[config.mk]
export PLATFORM = sky130hd
export DESIGN_NAME = layer_serializer_flat
export DESIGN_NICKNAME = d
export VERILOG_FILES = /design/src/rtl/layer_serializer_if.sv /design/src/rtl/layer_serializer.sv /design/src/flat_wrapper.sv
export SDC_FILE = /design/constraint.sdc
export NUM_CORES = 1
export LEC_CHECK = 0
export BUFFER_PORTS_ARGS = -buffer_cell sky130_fd_sc_hd__buf_2
export CORE_UTILIZATION = 40
export CTS_CLUSTER_SIZE = 8
export DETAILED_ROUTE_END_ITERATION = 10
export PLACE_DENSITY = 0.73
export SYNTH_ARGS = -nofsm -noshare
export SYNTH_HDL_FRONTEND = slang
export SYNTH_SLANG_ARGS = --single-unit
[constraint.sdc]
create_clock -name clk -period 23.6 [get_ports clk]
set_input_delay 1.18 -clock clk [delete_from_list [all_inputs] [get_ports clk]]
set_output_delay 1.18 -clock clk [all_outputs]
set_load 0.005 [all_outputs]
[src/rtl/layer_serializer_if.sv]
// Handshake bundle for layer_serializer: vector capture side and word stream side.
interface layer_serializer_if #(
  parameter int NN = 30,
  parameter int DW = 16
) ();
  logic             in_valid;
  logic [NN*DW-1:0] in_data;
  logic             in_mode;
  logic             in_ready;
  logic [DW-1:0]    out_data;
  logic             out_valid;
  logic             out_ready;
  logic             out_last;

  // Producer of vectors / consumer of words (the surrounding datapath or bench)
  modport master (
    output in_valid, in_data, in_mode, out_ready,
    input  in_ready, out_data, out_valid, out_last
  );

  // The serializer itself
  modport slave (
    input  in_valid, in_data, in_mode, out_ready,
    output in_ready, out_data, out_valid, out_last
  );
endinterface

[src/rtl/layer_serializer.sv]
// Parallel-to-serial converter between fully-connected layers. A one-vector
// hold buffer decouples capture from streaming so consecutive vectors leave
// without a bubble; mode 1 replaces the stream by the argmax index.
module layer_serializer #(
  parameter int NN     = 30,
  parameter int DW     = 16,
  parameter int SIGNED = 1
) (
  input  logic               clk,
  input  logic               rst,
  layer_serializer_if.slave  bus,
  output logic               overflow,
  input  logic               clr_overflow
);

  localparam int            CW       = (NN > 1) ? $clog2(NN) : 1;
  localparam logic [CW-1:0] LAST_IDX = CW'(NN - 1);

  typedef enum logic [1:0] {IDLE, STREAM, SCAN, RESULT} state_t;

  state_t           state_q, state_d;
  logic             hold_full_q, hold_full_d;
  logic             overflow_q, overflow_d;
  logic             out_valid_q, out_valid_d;
  logic             out_last_q, out_last_d;
  logic [DW-1:0]    out_data_q, out_data_d;
  logic [CW-1:0]    cnt_q, cnt_d;
  logic [NN*DW-1:0] hold_q, hold_d;
  logic             hold_mode_q, hold_mode_d;
  logic [NN*DW-1:0] sh_q, sh_d;
  logic [DW-1:0]    best_q, best_d;
  logic [CW-1:0]    best_idx_q, best_idx_d;

  logic capture, drop, accept, vec_done, xfer, scan_done;

  // Word select from a packed vector; indices past the end read as zero.
  function automatic logic [DW-1:0] word_at(input logic [NN*DW-1:0] v, input int idx);
    word_at = '0;
    for (int i = 0; i < NN; i++) begin
      if (i == idx) word_at = v[i*DW +: DW];
    end
  endfunction

  // Strict greater-than so ties keep the lowest index.
  function automatic logic word_gt(input logic [DW-1:0] a, input logic [DW-1:0] b);
    logic signed [DW-1:0] sa;
    logic signed [DW-1:0] sb;
    sa = a;
    sb = b;
    if (SIGNED != 0) word_gt = (sa > sb);
    else             word_gt = (a > b);
  endfunction

  // Handshake events; the hold->shift transfer only ever sees the registered hold flag.
  always_comb begin
    capture   = bus.in_valid && !hold_full_q;
    drop      = bus.in_valid && hold_full_q;
    accept    = out_valid_q && bus.out_ready;
    vec_done  = (state_q == STREAM || state_q == RESULT) && accept && out_last_q;
    xfer      = hold_full_q && (state_q == IDLE || vec_done);
    scan_done = (NN == 1) || ((cnt_q + CW'(1)) == LAST_IDX);
  end

  // Hold buffer and sticky overflow (a drop beats a simultaneous clear).
  always_comb begin
    hold_full_d = hold_full_q;
    if (capture)   hold_full_d = 1'b1;
    else if (xfer) hold_full_d = 1'b0;
    overflow_d = overflow_q;
    if (drop)              overflow_d = 1'b1;
    else if (clr_overflow) overflow_d = 1'b0;
    hold_d      = capture ? bus.in_data : hold_q;
    hold_mode_d = capture ? bus.in_mode : hold_mode_q;
  end

  // Next-state logic.
  always_comb begin
    state_d = state_q;
    if (xfer)                            state_d = hold_mode_q ? SCAN : STREAM;
    else if (vec_done)                   state_d = IDLE;
    else if (state_q == SCAN && scan_done) state_d = RESULT;
  end

  // Output word, counter, shift register and argmax tracking.
  always_comb begin
    int            scan_idx;
    logic [DW-1:0] scan_word;
    sh_d        = sh_q;
    cnt_d       = cnt_q;
    best_d      = best_q;
    best_idx_d  = best_idx_q;
    out_data_d  = out_data_q;
    out_valid_d = out_valid_q;
    out_last_d  = out_last_q;
    scan_idx    = int'(cnt_q) + 1;
    scan_word   = word_at(sh_q, scan_idx);
    if (xfer) begin
      sh_d  = hold_q;
      cnt_d = '0;
      if (hold_mode_q) begin
        best_d      = hold_q[DW-1:0];
        best_idx_d  = '0;
        out_valid_d = 1'b0;
        out_last_d  = 1'b0;
      end else begin
        out_data_d  = hold_q[DW-1:0];
        out_valid_d = 1'b1;
        out_last_d  = (NN == 1);
      end
    end else if (vec_done) begin
      out_valid_d = 1'b0;
      out_last_d  = 1'b0;
    end else if (state_q == STREAM && accept) begin
      cnt_d      = cnt_q + CW'(1);
      out_data_d = scan_word;
      out_last_d = ((cnt_q + CW'(1)) == LAST_IDX);
    end else if (state_q == SCAN) begin
      if (NN > 1 && word_gt(scan_word, best_q)) begin
        best_d     = scan_word;
        best_idx_d = CW'(scan_idx);
      end
      cnt_d = cnt_q + CW'(1);
      if (scan_done) begin
        out_data_d  = DW'(best_idx_d);
        out_valid_d = 1'b1;
        out_last_d  = 1'b1;
      end
    end
  end

  // FSM state register.
  always_ff @(posedge clk or posedge rst) begin
    if (rst) state_q <= IDLE;
    else     state_q <= state_d;
  end

  // Control and output registers; reset discards any vector in flight.
  always_ff @(posedge clk or posedge rst) begin
    if (rst) begin
      hold_full_q <= 1'b0;
      overflow_q  <= 1'b0;
      out_valid_q <= 1'b0;
      out_last_q  <= 1'b0;
      out_data_q  <= '0;
      cnt_q       <= '0;
    end else begin
      hold_full_q <= hold_full_d;
      overflow_q  <= overflow_d;
      out_valid_q <= out_valid_d;
      out_last_q  <= out_last_d;
      out_data_q  <= out_data_d;
      cnt_q       <= cnt_d;
    end
  end

  // Vector storage; contents are only read when the matching flag/state says valid.
  always_ff @(posedge clk) begin
    hold_q      <= hold_d;
    hold_mode_q <= hold_mode_d;
    sh_q        <= sh_d;
    best_q      <= best_d;
    best_idx_q  <= best_idx_d;
  end

  assign bus.in_ready  = ~hold_full_q;
  assign bus.out_data  = out_data_q;
  assign bus.out_valid = out_valid_q;
  assign bus.out_last  = out_last_q;
  assign overflow      = overflow_q;

endmodule
[src/flat_wrapper.sv]
// flat-port wrapper written by rule: the top's interface ports become plain ports
module layer_serializer_flat 
#(
  parameter int NN     = 30,
  parameter int DW     = 16,
  parameter int SIGNED = 1
)
  (clk, rst, overflow, clr_overflow, bus_in_valid, bus_in_data, bus_in_mode, bus_out_ready, bus_in_ready, bus_out_data, bus_out_valid, bus_out_last);
  layer_serializer_if #(.NN(NN), .DW(DW)) bus_i ();
  input  logic clk;
  input  logic rst;
  output logic overflow;
  input  logic clr_overflow;
  input wire logic [$bits(bus_i.in_valid)-1:0] bus_in_valid;
  input wire logic [$bits(bus_i.in_data)-1:0] bus_in_data;
  input wire logic [$bits(bus_i.in_mode)-1:0] bus_in_mode;
  input wire logic [$bits(bus_i.out_ready)-1:0] bus_out_ready;
  output wire logic [$bits(bus_i.in_ready)-1:0] bus_in_ready;
  output wire logic [$bits(bus_i.out_data)-1:0] bus_out_data;
  output wire logic [$bits(bus_i.out_valid)-1:0] bus_out_valid;
  output wire logic [$bits(bus_i.out_last)-1:0] bus_out_last;
  assign bus_i.in_valid = bus_in_valid;
  assign bus_i.in_data = bus_in_data;
  assign bus_i.in_mode = bus_in_mode;
  assign bus_i.out_ready = bus_out_ready;
  assign bus_in_ready = bus_i.in_ready;
  assign bus_out_data = bus_i.out_data;
  assign bus_out_valid = bus_i.out_valid;
  assign bus_out_last = bus_i.out_last;
  layer_serializer #(.NN(NN), .DW(DW), .SIGNED(SIGNED)) u_core (.clk(clk), .rst(rst), .bus(bus_i), .overflow(overflow), .clr_overflow(clr_overflow));
endmodule
# == After elaboration in Yosys (flattened, before gate mapping) ==
# Index checks and enable logic that the tools add are counted.
# classes
add_sub_neg,2
order_cmp,1
n_eq_ne,38
n_mux,73
bitwise,1
reduce_logical,30
# op_table
operator,n
16-bit 2-to-1 mux,42
"6-bit by 32-bit == test with 1-bit output, first input constant",14
"5-bit by 32-bit == test with 1-bit output, first input constant",8
"4-bit by 32-bit == test with 1-bit output, first input constant",4
"3-bit by 32-bit == test with 1-bit output, first input constant",2
5-bit 2-to-1 mux,10
"2-bit by 32-bit == test with 1-bit output, first input constant",1
32-bit logical NOT,1
1-bit 2-to-1 mux,17
16-bit > comparator,1
3-bit nonzero test,5
1-bit logical AND,8
2-bit 2-to-1 mux,4
4-bit AND reduction,2
2-bit nonzero test,4
4-bit nonzero test,2
"5-bit by 1-bit adder with 6-bit output, second input constant",1
"5-bit by 1-bit adder with 5-bit output, second input constant",1
"5-bit == test, second input constant",1
5-bit AND reduction,1
"2-bit == test, second input constant",2
"2-bit by 1-bit inequality test with 1-bit output, second input constant",2
"2-bit inequality test, second input constant",2
2-bit AND reduction,2
other kinds (7),8
# totals
regBits,1009
input_bits,486
out_inout_bits,20
wordCells,157

# == Logic depth before layout (Yosys ltp) ==
# Gate-level depths: netlist of run 1.
# logic_depth
word_depth,43
depth_mapped,26
depth_no_buf,21

# == Worst setup path after synthesis of run 1 ==
# No wires, ideal clock.
# synth_path
kind,input to register
startpoint,in bus_in_valid
endpoint,"reg u_core.hold_mode_q, enable pin"
setup_time_ns,1.391
arrival_ns,21.806
t_required_ns,22.209
path_slack_ns,0.403
cell_stages,1
n_path_buf,0
path_cell_list,nor2b_1
# synth_via
elab_chain_cells,1
# synth_rtl
element,line_no,text
"start, declared",flat_wrapper.sv:14,input wire logic [$bits(bus_i.in_valid)-1:0] bus_in_valid;
1-bit logical AND,layer_serializer.sv:56,capture = bus.in_valid && !hold_full_q;
"end signal, assigned",layer_serializer.sv:159,hold_mode_q <= hold_mode_d;
"end, declared",layer_serializer.sv:29,"logic hold_mode_q, hold_mode_d;"
# Every way passes these cells.
# A chain may end at the register's enable or synchronous reset.

# == Final worst setup path of run 1 ==
# layout_path
startpoint,reg u_core.cnt_q[1]
endpoint,"reg u_core.best_q[13], enable pin"
# layout_via
elab_chain_cells,39
elab_cells_between_ends,68
cone_classes,1 x add/sub; 1 x order compare; 29 x eq/ne; 34 x mux; 3 x reduce/logical
# layout_rtl
element,line_no,text
"start, declared",layer_serializer.sv:27,"logic [CW-1:0] cnt_q, cnt_d;"
"start signal, assigned",layer_serializer.sv:152,cnt_q <= cnt_d;
5-bit by 1-bit adder with 6-bit output (*),layer_serializer.sv:95,scan_idx = int'(cnt_q) + 1;
32-bit logical NOT,layer_serializer.sv:40,if (i == idx) word_at = v[i*DW +: DW];
16-bit 2-to-1 mux (29 in series),layer_serializer.sv:40,
16-bit 2-to-1 mux (*),layer_serializer.sv:40,
16-bit > comparator (*),layer_serializer.sv:50,if (SIGNED != 0) word_gt = (sa > sb);
1-bit 2-to-1 mux (*),layer_serializer.sv:117,end else if (state_q == SCAN) begin
1-bit 2-to-1 mux (*),layer_serializer.sv:113,end else if (state_q == STREAM && accept) begin
1-bit 2-to-1 mux (*),layer_serializer.sv:110,end else if (vec_done) begin
1-bit 2-to-1 mux (*),layer_serializer.sv:97,if (xfer) begin
2-bit nonzero test (no line) (*),--,
5-bit AND reduction (no line) (*),--,
"end signal, assigned",layer_serializer.sv:161,best_q <= best_d;
"end, declared",layer_serializer.sv:31,"logic [DW-1:0] best_q, best_d;"
# Mark *: on every way between the ends. The rest lies on a longest branch, timed or not. The select of a mux whose other input is x is not followed.

==> results of run 1 <==
-- where the power goes --
| group | total, mW | internal, mW | leakage (nW) | switching (mW) |
|---|---|---|---|---|
| sequential | 2.54 | 2.40 | 9.21 | 0.146 |
| combinational | 1.87 | 0.533 | 4.65 | 1.33 |
| clock | 1.86 | 1.11 | 1.95 | 0.750 |
| total | 6.26 | 4.04 | 15.8 | 2.23 |
-- through the flow --
step	std cells	hold WS, ps	cell area, um^2	util, %	total power, mW
6_report	4101	398.3	45390	49.37	6.265
5_1_grt	4098	408.6	45380	49.36	6.481
4_1_cts	4095	399.5	45370	49.35	6.240
3_5_place_dp	3914	404.5	41330	44.95	4.389
3_3_place_gp	3914	401.4	41330	44.95	4.377
2_1_floorplan	2223	400.3	37290	-	3.847
-- cell usage after synthesis (14+ instances only) --
master    count
o211ai_1     23
or3_1        17
nor3_1       28
buf_2        27
o21ai_1      17
nand2b_1     14
a211oi_1     16
o22ai_1      33
nor2_1      102
nand2_1     157
a31oi_1      17
a21oi_1     135
o221ai_1     20
nand3_1      48
a22oi_1      14
dfrtp_1      27
o21ai_0     121
nand4_1      18
a221oi_1     23
clkbuf_1     63
inv_1        41
edfxtp_1    982
and3_1       25
ha_1         21
-- flip-flops by register name, indices dropped and copies added, names as in the netlist --
signal and flops:
u_core.best_q 16, u_core.bus.out_valid 1, u_core.sh_q 480, u_core.hold_q 480, u_core.state_q 2, u_core.hold_full_q 1, u_core.bus.out_last 1, u_core.overflow 1
u_core.bus.out_data 16, u_core.cnt_q 5, u_core.best_idx_q 5, u_core.hold_mode_q 1
-- cells by family after synthesis --
family / Yosys count / synth area share (%)
multiplexers: 9 / 0.2684
AND/OR/NAND/NOR: 466 / 6.005
flip-flops: 1009 / 80.88
buffers and inverters: 152 / 1.761
AO/OA/AOI/OAI: 566 / 10.38
adder cells (fa/ha/maj): 21 / 0.7045
-- layer usage --
| layer | vias to the layer above | share of wire [%] | routed length, um | global-route usage [%] |
|---|---|---|---|---|
| met4 | 10 | 4.4 | 5405 | 11.91 |
| li1 | 9986 | - | - | - |
| met2 | 1663 | 46 | 56670 | 39.59 |
| met1 | 11680 | 39 | 47940 | 34.01 |
| met5 | - | 0.062 | 75 | 0 |
| met3 | 266 | 9.7 | 11850 | 5.925 |
-- worst paths after layout --
check                                              from                          end  slack (ps)  cells past startpoint
max reg2reg                 u_core.cnt_q[1]$_DFFE_PP0P_  u_core.best_q[13]$_DFFE_PP_       16120                     18
max                         u_core.cnt_q[1]$_DFFE_PP0P_  u_core.best_q[13]$_DFFE_PP_       16120                     18
min reg2reg                u_core.hold_q[103]$_DFFE_PP_   u_core.sh_q[103]$_DFFE_PP_         400                      0
min                        u_core.hold_q[103]$_DFFE_PP_   u_core.sh_q[103]$_DFFE_PP_         400                      0
min in group asynchronous                           rst  u_core.overflow$_DFFE_PP0P_         490                      3
max in group asynchronous                           rst  u_core.cnt_q[2]$_DFFE_PP0P_       22810                      3
-- cell type report --
| type | count | area share (%) |
|---|---|---|
| well taps | 1243 | 3.426 |
| flip-flops and latches | 1009 | 66.46 |
| inverters | 44 | 0.3804 |
| repair buffers | 556 | 6.412 |
| diodes | 6 | 0.03308 |
| multi-input cells | 1062 | 14.38 |
| clock inverters | 16 | 0.7829 |
| clock buffers | 165 | 8.135 |
==> metrics, run 1 <==
status complete, no violations; Worst Hold Class reg -> reg; DIE AREA 94,460 um^2; CP Cell Sequence ha_1 -> buf_4 -> nor3b_1 -> a31o_1 -> nand2_1 -> o32a_1 -> o211ai_1 -> nand4_1 -> a31oi_1 -> nor3_1 -> ha_1 -> nand2b_1 -> a21oi_1 -> o21ai_0 -> a221o_1 -> a221oi_2 -> nand3b_1 -> nand2_1; Total GRT Usage 25.49%; area occupied by registers 30,160 um^2; TNS Setup 0 ps; Synth-to-Final Area Change 21.71%; Syn Nets 2,730; CTS tree yes; max incr delay on CP 790 ps; Detailed Route Iter0 Violations 3,488; CTS root buffer clkbuf_16; Worst Tran Pin Value 1165 ps; Syn Area/Cell 16.78 um^2; top_reg_cell synth edfxtp_1; Min Clock Period, post-route 7480 ps; largest cells by area after synthesis edfxtp_1, a21oi_1, dfrtp_1, o21ai_0, nand2_1; top cell type's share of synthesized area 79.07%; slowest cell on the critical path a31o_1; Leak Pwr 15.82 nW; post-CTS setup buffers 0; Max Slew Vio Count 0; Async S/R FF share, synth 2.676%; post-synthesis cell count 2,223; Max Buffers Root-to-Sink 3; vias per cell 5.756; core area 91,940 um^2; H-tree lvl count 4; VDD IR-drop max 0.00008083 V; pin count of the biggest net entering global routing 117; Num CTS Buffers 144; most frequent cells in the layout edfxtp_1, buf_2, nand2_1; initial antenna violation count 13; crit share post-route 31.69%; register area share after synthesis 80.88%; clk slew on worst S/H paths 50 ps; highest clock rate 0.1337 GHz; Yosys cell types 90; Via Count 23,610; final worst setup slack 16,120 ps; drt first pass iters 6; most common cell after layout, fill and taps aside edfxtp_1; Post-route DRC 0; Setup crit end kind flop; PD cells 138.0 nW/um^2; Arr. time, crit path 7850 ps; CP Data Required Time 23,970 ps; DP HPWL 86,520 um; average wire per standard cell 29.73 um; RSZ-0062 raised after global routing false; die width 307.3 um; area of the multi-input gates 6525 um^2; clk_skew 35.62 ps; YS warnings 0; GP Congestion 0.9180; post-route ant nets 0; EDFF count, synth 982; first-pass GRT wire length 168,000 um; Final Hold Violating Endpoints 0; Slew HR 22.35%; number of synthesized register bits 1,009; NumNets Final 3,324; IO buf count 505; vias in the first global route 23,090; final setup fails 0; Std-Cell Rows 111; Remaining Overflow, GRT 0; hold buffer count at cts 0; pre-CTS setup slack 16,380 ps; # resized after CTS 0; Buf/Inv on CP 1; Crit Path Class reg -> reg; Initial Utilization 40.56%; Post-Synthesis Cell Area 37,290 um^2; die height 307.3 um; clock latency on the worst-skew pair 760 ps; CP Max Fanout 33; maxcap violations 0; clock tree sinks 1,009; filler cell count 7,678; layout cells sized above 1 27.00%; area leader, netlist edfxtp_1; Ports 506; crit path launch type flop; crit-path leading delay family compound AO/OA/AOI/OAI gates; final wirelength 121,900 um
Note: power is estimated with default switching activity, not from simulation.
==> run 2, diff against run 1 <==
Settings changed: PLACE_DENSITY 0.73 to 0.71.
Clock period 23.6 ns to 7.16 ns, I/O delays scaled along.
==> run 2 against run 1 <==
  * Worst setup slack got worse by 16000 ps
  * Largest power group unchanged
  * Sequential share of layout area fell by 6.7 points
  * Sequential power rose to 3.3 times the previous value
==> metrics, run 2 (synthesized netlist as in run 1, its figures left out) <==
GP Congestion 0.9153 (-0.29%); pin count of the biggest net entering global routing 199 (+70%); maxcap violations 0 (unchanged); Setup crit end kind flop; vias in the first global route 26,780 (+16%); crit path launch type flop; average wire per standard cell 29.74 um (about the same); CP Data Required Time 7590 ps (-16,380 ps); vias per cell 5.719 (-0.65%); area occupied by registers 30,160 um^2 (unchanged); Max Buffers Root-to-Sink 3 (unchanged); Via Count 26,340 (+12%); DP HPWL 87,960 um (+1.7%); clock latency on the worst-skew pair 760 ps (about the same); clk_skew 38.57 ps (+2.960 ps); RSZ-0062 raised after global routing false; Total GRT Usage 28.61% (+3.1 points); Worst Hold Class in -> async; clk slew on worst S/H paths 60 ps (about the same); Remaining Overflow, GRT 0 (unchanged); die width 307.3 um (unchanged); most common cell after layout, fill and taps aside edfxtp_1; Detailed Route Iter0 Violations 3,718 (+6.6%); CTS tree yes; Std-Cell Rows 111 (unchanged); Final Hold Violating Endpoints 0 (unchanged); Ports 506 (unchanged); most frequent cells in the layout edfxtp_1, buf_2, dlygate4sd3_1; final wirelength 137,000 um (+12%); area of the multi-input gates 6528 um^2 (about the same); Num CTS Buffers 145 (+0.69%); Initial Utilization 40.56% (unchanged); # resized after CTS 0 (unchanged); crit share post-route 93.34% (+62 points); first-pass GRT wire length 189,100 um (+13%); die height 307.3 um (unchanged); CTS root buffer clkbuf_16; Max Slew Vio Count 0 (unchanged); PD cells 422.6 nW/um^2 (+210%); IO buf count 505 (unchanged); total power draw 21.32 mW (+240%); filler cell count 7,135 (-7.1%); drt first pass iters 8 (+2); CP Max Fanout 18 (-45%); leading registers by flop count u_core.hold_q (480), u_core.sh_q (480); final setup fails 0 (unchanged); highest clock rate 0.1496 GHz (+12%); Slew HR 12.67% (-9.7 points); status complete, no violations; H-tree lvl count 4 (unchanged); placed instance area 41,500 um^2 (+0.43%); post-route ant nets 0 (unchanged); clock tree sinks 1,009 (unchanged); DIE AREA 94,460 um^2 (unchanged); post-route cell area 50,460 um^2 (+11%); Min Clock Period, post-route 6683 ps (-796.5 ps); initial antenna violation count 10 (-3); Post-route DRC 0 (unchanged); core area 91,940 um^2 (unchanged); VDD IR-drop max 0.0002885 V (+260%); Arr. time, crit path 7110 ps (-740 ps); layout cells sized above 1 23.41% (-3.6 points); Crit Path Class reg -> reg; Synth-to-Final Area Change 35.29%; NumNets Final 3,826 (+15%); Worst Tran Pin Value 1310 ps (+145.2 ps); Leak Pwr 17.95 nW (+13%)
-- run 2: final cells by class --
class,count,area share (%)
clock buffers,166,7.348
flip-flops and latches,1009,59.78
well taps,1243,3.082
multi-input cells,1062,12.94
repair buffers,1057,15.76
diodes,6,0.02976
clock inverters,19,0.7216
inverters,44,0.3422
-- run 2: final timing paths --
kind	start	end	slack [ps]	cells after the start
max	u_core.cnt_q[1]$_DFFE_PP0P_	u_core.best_q[11]$_DFFE_PP_	480	16
min in group clk	bus_in_data[258]	u_core.hold_q[258]$_DFFE_PP_	300	2
max in group asynchronous	rst	u_core.bus.out_data[11]$_DFFE_PP0P_	6610	4
min reg2reg	u_core.hold_q[47]$_DFFE_PP_	u_core.sh_q[47]$_DFFE_PP_	390	0
max reg2reg	u_core.cnt_q[1]$_DFFE_PP0P_	u_core.best_q[11]$_DFFE_PP_	480	16
min	rst	u_core.overflow$_DFFE_PP0P_	240	4
-- run 2: worst max-delay path, stage by stage (launching register included) --
cell	delay, ps
dfrtp_1	620
ha_1	660
nor3b_1	460
a31o_1	470
nand2_1	500
o22ai_1	250
a21oi_1	120
o31ai_1	840
a31oi_1	470
ha_1	460
nand4_1	140
a221o_1	310
a221oi_2	350
buf_4	230
nand3b_1	90
nand2_1	80
buf_4	270
-- run 2: what timing repair did --
action                    4_1_cts  5_1_grt
hold endpoints to repair      511        0
buffers inserted                0        0
hold buffers                  486        0
-- run 2: power by group --
group	internal, mW	switching [mW]
combinational	2.03	4.60
clock	3.67	2.63
sequential	7.90	0.490
total	13.6	7.72
-- run 2: metal layers --
layer / global-route usage, % / part of all wire (%) / vias up
met3: 6.152 / 9.2 / 453
met2: 44.91 / 47 / 1992
met1: 35.40 / 37 / 12910
met4: 20.04 / 7.2 / 6
met5: 0 / 0.028 / -
li1: - / - / 10980
-- run 2: through the flow --
stage | TNS, ps | hold WS, ps | util, % | setup WS [ps] | instances
global placement | 0 | 401.1 | 45.14 | 641.3 | 3929
global route | 0 | 269.1 | 54.88 | 219.3 | 4606
CTS | 0 | 208.1 | 54.86 | 548.6 | 4600
finish | 0 | 237.2 | 54.88 | 476.9 | 4606
floorplan | -411830 | 400.3 | - | -856.2 | 2223
detailed placement | 0 | 404.5 | 45.14 | 576.2 | 3929
